File: config.mk
export PLATFORM = sky130hd
export DESIGN_NAME = xy_lane_packer
export DESIGN_NICKNAME = d
export VERILOG_FILES = /design/src/rtl/xy_lane_packer.sv
export SDC_FILE = /design/constraint.sdc
export NUM_CORES = 1
export LEC_CHECK = 0
export CAP_MARGIN = 20
export CORE_UTILIZATION = 46
export CTS_CLUSTER_DIAMETER = 80
export DETAILED_ROUTE_END_ITERATION = 8
export PLACE_DENSITY_LB_ADDON = 0.08
export SLEW_MARGIN = 20
export SYNTH_ARGS = -nofsm -noshare
export SYNTH_HDL_FRONTEND = slang
export SYNTH_SLANG_ARGS = --single-unit
File: constraint.sdc
create_clock -name clk -period 2.35 [get_ports clk]
set_clock_uncertainty 0.1 [all_clocks]
set_input_delay 0.705 -clock clk [delete_from_list [all_inputs] [get_ports clk]]
set_output_delay 0.705 -clock clk [all_outputs]
set_load 0.01 [all_outputs]
File: src/rtl/xy_lane_packer.sv
// Packs X-bit lane beats into X*Y-bit words and queues them D deep for the consumer.
// Optional per-beat parity output yp is enabled by defining XY_LANE_PACKER_PARITY_EN.
module xy_lane_packer #(
  parameter int unsigned X = 4,
  parameter int unsigned Y = 1,
  parameter int unsigned D = 2,
  localparam int unsigned CW = $clog2(Y + 1)
) (
  input  logic              clk,
  input  logic              rstb,
  input  logic              in_valid,
  output logic              in_ready,
  input  logic [X-1:0]      xa,
  input  logic [X-1:0][1:0] xc,
  input  logic              flush,
  output logic              out_valid,
  input  logic              out_ready,
  output logic [X*Y-1:0]    yb,
  output logic [CW-1:0]     ybeats,
  output logic [1:0]        st,
`ifdef XY_LANE_PACKER_PARITY_EN
  output logic [Y-1:0]      yp,
`endif
  output logic              err
);

  localparam int unsigned W  = X * Y;
  localparam int unsigned PW = (D > 1) ? $clog2(D) : 1;
  localparam int unsigned QW = $clog2(D + 1);

  localparam logic [1:0] S_IDLE = 2'b00;
  localparam logic [1:0] S_FILL = 2'b01;
  localparam logic [1:0] S_HOLD = 2'b10;

  logic [1:0]    st_d;
  logic [W-1:0]  pk, pk_d;
  logic [CW-1:0] n, n_d;
  logic          err_d;
  logic          lane_bad;
  logic          acc, push, pop, full, empty;

  logic [W-1:0]  qw [D];
  logic [CW-1:0] qn [D];
  logic [PW-1:0] wp, rp;
  logic [QW-1:0] cnt;

  function automatic logic [PW-1:0] ptr_inc(input logic [PW-1:0] p);
    return (p == PW'(D - 1)) ? '0 : p + PW'(1);
  endfunction

  assign full  = (cnt == QW'(D));
  assign empty = (cnt == '0);
  assign acc   = in_valid && (st != S_HOLD);
  assign push  = (st == S_HOLD) && !full;
  assign pop   = !empty && out_ready;

  assign in_ready  = (st != S_HOLD);
  assign out_valid = !empty;
  assign yb        = empty ? '0 : qw[rp];
  assign ybeats    = empty ? '0 : qn[rp];

  // Any lane coded 2'b11 marks the beat as erroneous.
  always_comb begin
    lane_bad = 1'b0;
    for (int i = 0; i < int'(X); i++) begin
      if (xc[i] == 2'b11) lane_bad = 1'b1;
    end
  end

  // Next-state: beat write, word close, and release into the queue.
  always_comb begin
    st_d  = st;
    pk_d  = pk;
    n_d   = n;
    err_d = err;
    if (acc) begin
      for (int i = 0; i < int'(Y); i++) begin
        if (n == CW'(i)) pk_d[i*X +: X] = xa;
      end
      n_d = n + CW'(1);
      if (lane_bad) err_d = 1'b1;
    end
    case (st)
      S_IDLE: if (acc) st_d = ((n_d == CW'(Y)) || flush) ? S_HOLD : S_FILL;
      S_FILL: if ((acc && (n_d == CW'(Y))) || flush) st_d = S_HOLD;
      S_HOLD: if (push) begin
        st_d = S_IDLE;
        pk_d = '0;
        n_d  = '0;
      end
      default: st_d = S_IDLE;
    endcase
  end

  always_ff @(posedge clk) begin
    if (!rstb) begin
      st  <= S_IDLE;
      pk  <= '0;
      n   <= '0;
      err <= 1'b0;
      wp  <= '0;
      rp  <= '0;
      cnt <= '0;
    end else begin
      st  <= st_d;
      pk  <= pk_d;
      n   <= n_d;
      err <= err_d;
      if (push) wp <= ptr_inc(wp);
      if (pop)  rp <= ptr_inc(rp);
      if (push && !pop)      cnt <= cnt + QW'(1);
      else if (pop && !push) cnt <= cnt - QW'(1);
    end
  end

  // Queue storage needs no reset: it is only visible while cnt is non-zero.
  always_ff @(posedge clk) begin
    if (push) begin
      qw[wp] <= pk;
      qn[wp] <= n;
    end
  end

`ifdef XY_LANE_PACKER_PARITY_EN
  logic [Y-1:0] par;
  logic [Y-1:0] qp [D];

  always_comb begin
    par = '0;
    for (int i = 0; i < int'(Y); i++) par[i] = ^pk[i*X +: X];
  end

  always_ff @(posedge clk) begin
    if (push) qp[wp] <= par;
  end

  assign yp = empty ? '0 : qp[rp];
`endif

endmodule
== After elaboration in Yosys (flattened, before gate mapping) ==
Memory sizes are Yosys's and may differ from the RTL's. A register that Yosys moved wholly into a read port is not among the register bits.
Cells that the tools add are included.
Storage, ports and cells
  register bits: 12
  bits in writable memories: 10
  output and inout port bits: 10
  memories: 2
Memory list
  qw: words 2, width 4, read ports 1, clocked after Yosys merged registers in 1, write ports 1, line 42  | logic [W-1:0] qw [D];
  qn: words 2, width 1, read ports 1, clocked after Yosys merged registers in 1, write ports 1, line 43  | logic [CW-1:0] qn [D];
Operators by class
  add/sub/neg operators: 5
  equality and inequality tests: 11
  muxes and demuxes: 28
  reductions and logical operators: 17
Operators by type and width (number)
  $mux 4: 5
  $mux 1: 16
  $eq 2x2->1 const B: 6
  $mux 2: 6
  $ne 2x2->1 const B: 4
  $logic_and 1x1->1: 6
  $pmux 2 s3: 1
  $logic_not 1->1: 4
  $logic_not 2->1: 2
  $add 1x1->1 const B: 3
  $reduce_and 3->1: 1
  $add 2x1->2 const B: 1
  $eq 2x1->1 const B: 1
  $logic_or 1x1->1: 2
  $reduce_and 2->1: 1
  $reduce_bool 2->1: 1
  $sub 2x1->2 const B: 1

== Depth between registers and ports, before layout ==
Gate-level depths: netlist of the first run.
  depth after elaboration: 7
  gate-level depth with buffers: 8

== Least setup slack after synthesis of the first run ==
OpenSTA, ideal clock, no wires.
  path kind: flip-flop to flip-flop
  start: reg st[1]
  end: reg st[0]
  data arrival time: 1.655 ns
  data required time: 2.158 ns
  setup slack: 0.504 ns
  stages on the path, launching flop included: 9
  clock period less this slack: 1.846 ns
  path through: dfxtp_1 > nor2b_4 > inv_2 > buf_6 > and2_1 > ha_1 > nand2_1 > mux2_2 > nor4_1
Between the ends
  longest elaborated chain between the ends: 7
RTL lines
  from (decl): line 20  | output logic [1:0] st,
  from (signal assigned): line 105  | st <= st_d;
  $ne 2x2->1 (*)
  via in_ready: line 12  | output logic in_ready,
  $logic_and 1x1->1 (*): line 53  | assign acc = in_valid && (st != S_HOLD);
  $mux 1: line 76  | if (acc) begin
  $logic_or 1x1->1 / $logic_and 1x1->1 (equally long branches): line 84, 85
  $mux 2 / $logic_or 1x1->1 (equally long branches): line 84, 85
  $mux 2 / $ne 2x2->1 (equally long branches)
  $pmux 2 s3 / $reduce_and 3->1 (equally long branches)
Mark *: on every way through the listed nets, which the timed path passes. The rest lies on a longest branch. The select of a mux whose other input is x is not followed.
A chain may end at the register's enable or synchronous reset.

== Final worst setup path of the first run ==
  start: reg cnt[0]
  end: out yb[0]
Between the ends
  longest elaborated chain between the ends: 2
RTL lines
  from (decl): line 45  | logic [QW-1:0] cnt;
  from (signal assigned): line 111  | if (push && !pop) cnt <= cnt + QW'(1);
  from (signal assigned): line 112  | else if (pop && !push) cnt <= cnt - QW'(1);
  $logic_not 2->1: line 52  | assign empty = (cnt == '0);
  $mux 4: line 59  | assign yb = empty ? '0 : qw[rp];
  to (decl): line 18  | output logic [X*Y-1:0] yb,
Every way passes these cells.

==> results of run 1 <==
where the power goes:
| group | internal, uW | switching, uW | total, uW |
|---|---|---|---|
| registers | 495 | 68.6 | 564 |
| logic | 243 | 199 | 441 |
| clock network | 63.5 | 112 | 176 |
tightest hold or removal path, delay by kind of cell, from the launching register on:
kind | cells | cell delay [ns]
and+or+nand+nor | 1 | 0.05
DFF | 1 | 0.33
AOI/OAI and AO/OA | 1 | 0.05
cells in the mapped netlist, types with 3 or more instances:
cell type	n	area [um^2]
xor2_1	3	26.3
o21ai_1	3	15.0
nand3_1	5	25.0
mux2i_1	5	50.1
nor2_1	13	48.8
o21ai_0	5	25.0
inv_1	3	11.3
nand2_1	3	11.3
dfxtp_1	13	260
edfxtp_1	10	300
a21oi_1	5	25.0
repair_timing:
action                                  4_1_cts  5_1_grt
cloned                                        0        0
endpoints found under the setup margin        7        6
endpoints found under the hold margin         0        0
buffers inserted                              0        1
gates resized for setup                       6        5
pin swaps                                     0        0
metal layers:
metal | vias to the layer above | track usage | part of all wire
li1 | 381 | - | -
met4 | 0 | 0.0882 | 0.020
met5 | - | 0 | 0
met3 | 4 | 0.0314 | 0.056
met1 | 336 | 0.209 | 0.44
met2 | 27 | 0.282 | 0.49
metrics by stage:
stage | instance area [um^2] | power (uW) | cells | hold WS [ns]
after floorplan | 987 | 805 | 90 | 0.319
after global placement | 1270 | 979 | 142 | 0.328
after detailed placement | 1270 | 994 | 142 | 0.343
after CTS | 1310 | 1180 | 146 | 0.364
after global routing | 1330 | 1260 | 147 | 0.381
final | 1330 | 1180 | 147 | 0.358
layout make-up:
cell class	count	area, um^2
Inverter	4	17.5
Clock buffer	3	22.5
Multi-Input combinational cell	61	404
Clock inverter	1	5.00
Sequential cell	23	572
Timing Repair Buffer	28	278
Fill cell	150	649
Tap cell	27	33.8
how the worst max path moves through the flow:
stage / slack, ns / endpoint / start / cells after the start
floorplan: 0.50 / st[0] / st[1] / 8
global placement: 0.13 / cnt[1] / out_ready / 5
detailed placement: 0.08 / st[0] / in_valid / 6
CTS: 0.03 / in_ready / st[1] / 3
global route: 0.0005 / yb[1] / cnt[0] / 3
finish: 0.09 / yb[0] / cnt[0] / 3
registers in the layout (all words and copies together), names as in the netlist, named ones only:
signal and flops:
qw 8, pk 4, cnt 2, qn 2, st 2, err 1, n 1, rp 1
wp 1
cell families after synthesis:
logic type | share of synthesized area
xor+xnor | 0.0266
simple gates | 0.172
compound gates | 0.115
fa+ha+maj | 0.0253
buf+inv | 0.0304
flops | 0.568
mux | 0.0621
==> summary.md, run 1 <==
| Metric | Value |
|---|---|
| Status | `finished clean` |
| Reg2reg end | `st[0]` |
| CTS Buf Count | `3` |
| Post-layout nets | `140` |
| Post-synth ARST share | `0` |
| PwrDens | `886 nW/um^2` |
| WP buf/inv | `1` |
| Io pins | `27` |
| Finish-stage setup viols | `0` |
| Seq cells post-synth | `23` |
| CP endpoint kind | `primary output` |
| Clock Sinks | `23` |
| Layout area overhead | `35.0%` |
| CTS tree | `yes` |
| Pleak | `0.000490 uW` |
| # H-tree levels | `1` |
| Synth Flop Type | `dfxtp_1` |
| Die H | `48.3 um` |
| Share of cells above drive strength 1 | `0.142` |
| Synthesized Nets | `109` |
| Worst vdd ir | `537 uV` |
| Initial DRC Count | `19` |
| Hold path endpoint | `err` |
| Starting Density | `0.498` |
| Standard-cell rows | `16` |
| Commonest cells after routing, fill and taps aside | `clkdlybuf4s50_1, nor2_1, edfxtp_1, dfxtp_1` |
| Dpl ws | `0.0784 ns` |
| Final slew viol count | `0` |
| Antenna violations before repair | `0` |
| Final Hold Viols | `0` |
| Worst hold path class | `flip-flop to flip-flop` |
| Hold_sp | `err` |
| TNS Setup | `0 ns` |
| CP arrival | `1.45 ns` |
| Crit Reg-Reg Startpoint | `st[1]` |
| Worst skew pair latency | `0.31 ns` |
| Average size of a mapped cell | `11.0 um^2` |
| DP HPWL | `1.28 mm` |
| Slew headroom | `0.761` |
| Vias in the first global route | `726` |
| DRT Pass-1 Iters | `4` |
| RSZ-0062 raised after global routing | `false` |
| Post-cts hold buffer count | `0` |
| Most common cell after layout, fill and taps aside | `clkdlybuf4s50_1` |
| Worst Path Required | `1.54 ns` |
| Max stage delay cell, worst path | `clkdlybuf4s50_1` |
| Post-synth EDFFs | `10` |
| Antenna viol nets, final | `0` |
| Worst R2R Setup Slack | `0.49 ns` |
| Port bufs | `26` |
| Clock slew at reported path FFs | `0.12 ns` |
| Critical path type | `flip-flop to primary output` |
| Vias | `748` |
| Final period util | `0.961` |
| Aggregate routed wire length | `1.62 mm` |
| GP Congestion | `0.763` |
| Fmax | `443 MHz` |
| Synth unique cells | `30` |
| Antenna diode count | `0` |
| First-pass GRT wire length | `3.05 mm` |
| Vias/cell | `5.09` |
| CP cell instances | `nor2_4, nor2_1, clkdlybuf4s50_1` |
| Maximum Capacitance Violations | `0` |
| Final Critical Period | `2.26 ns` |
| Crit-path max FO | `6` |
| Finished Core Util | `0.672` |
| Clk buf depth | `2` |
| Hold depth | `2` |
| # DRC | `0` |
| Avg WL per Cell | `11.0 um` |
| Clock root cell | `clkbuf_4` |
| Die area | `2340 um^2` |
| Total track usage | `0.169` |
| Synth warnings | `0` |
| Slew @ Worst Pin | `0.356 ns` |
| R2R cell count | `7` |
| Register area share after synthesis | `0.568` |
| Mapped Cells | `90` |
| Crit start category | `flip-flop` |
| Largest net degree at the start of global routing | `14` |
| Grt total ovfl | `0` |
| Die X | `48.3 um` |
| Post-Syn Area | `987 um^2` |
| Final setup margin | `0.0909 ns` |
| Max incr delay on CP | `0.54 ns` |
| Core area | `1980 um^2` |
| Critical path's top delay family | `buffers and inverters` |
No activity file was read; power rests on OpenSTA's default activity.
==> inputs of run 2 (changes only) <==
CTS_CLUSTER_SIZE = 12   (was unset)
==> results of run 2 <==
The final DEF is identical to that of run 1; final timing and power are the same.
==> inputs of run 3 (changes only) <==
HOLD_SLACK_MARGIN = 0.06   (was unset)
==> results of run 3 <==
The final DEF is identical to that of run 1; final timing and power are the same.
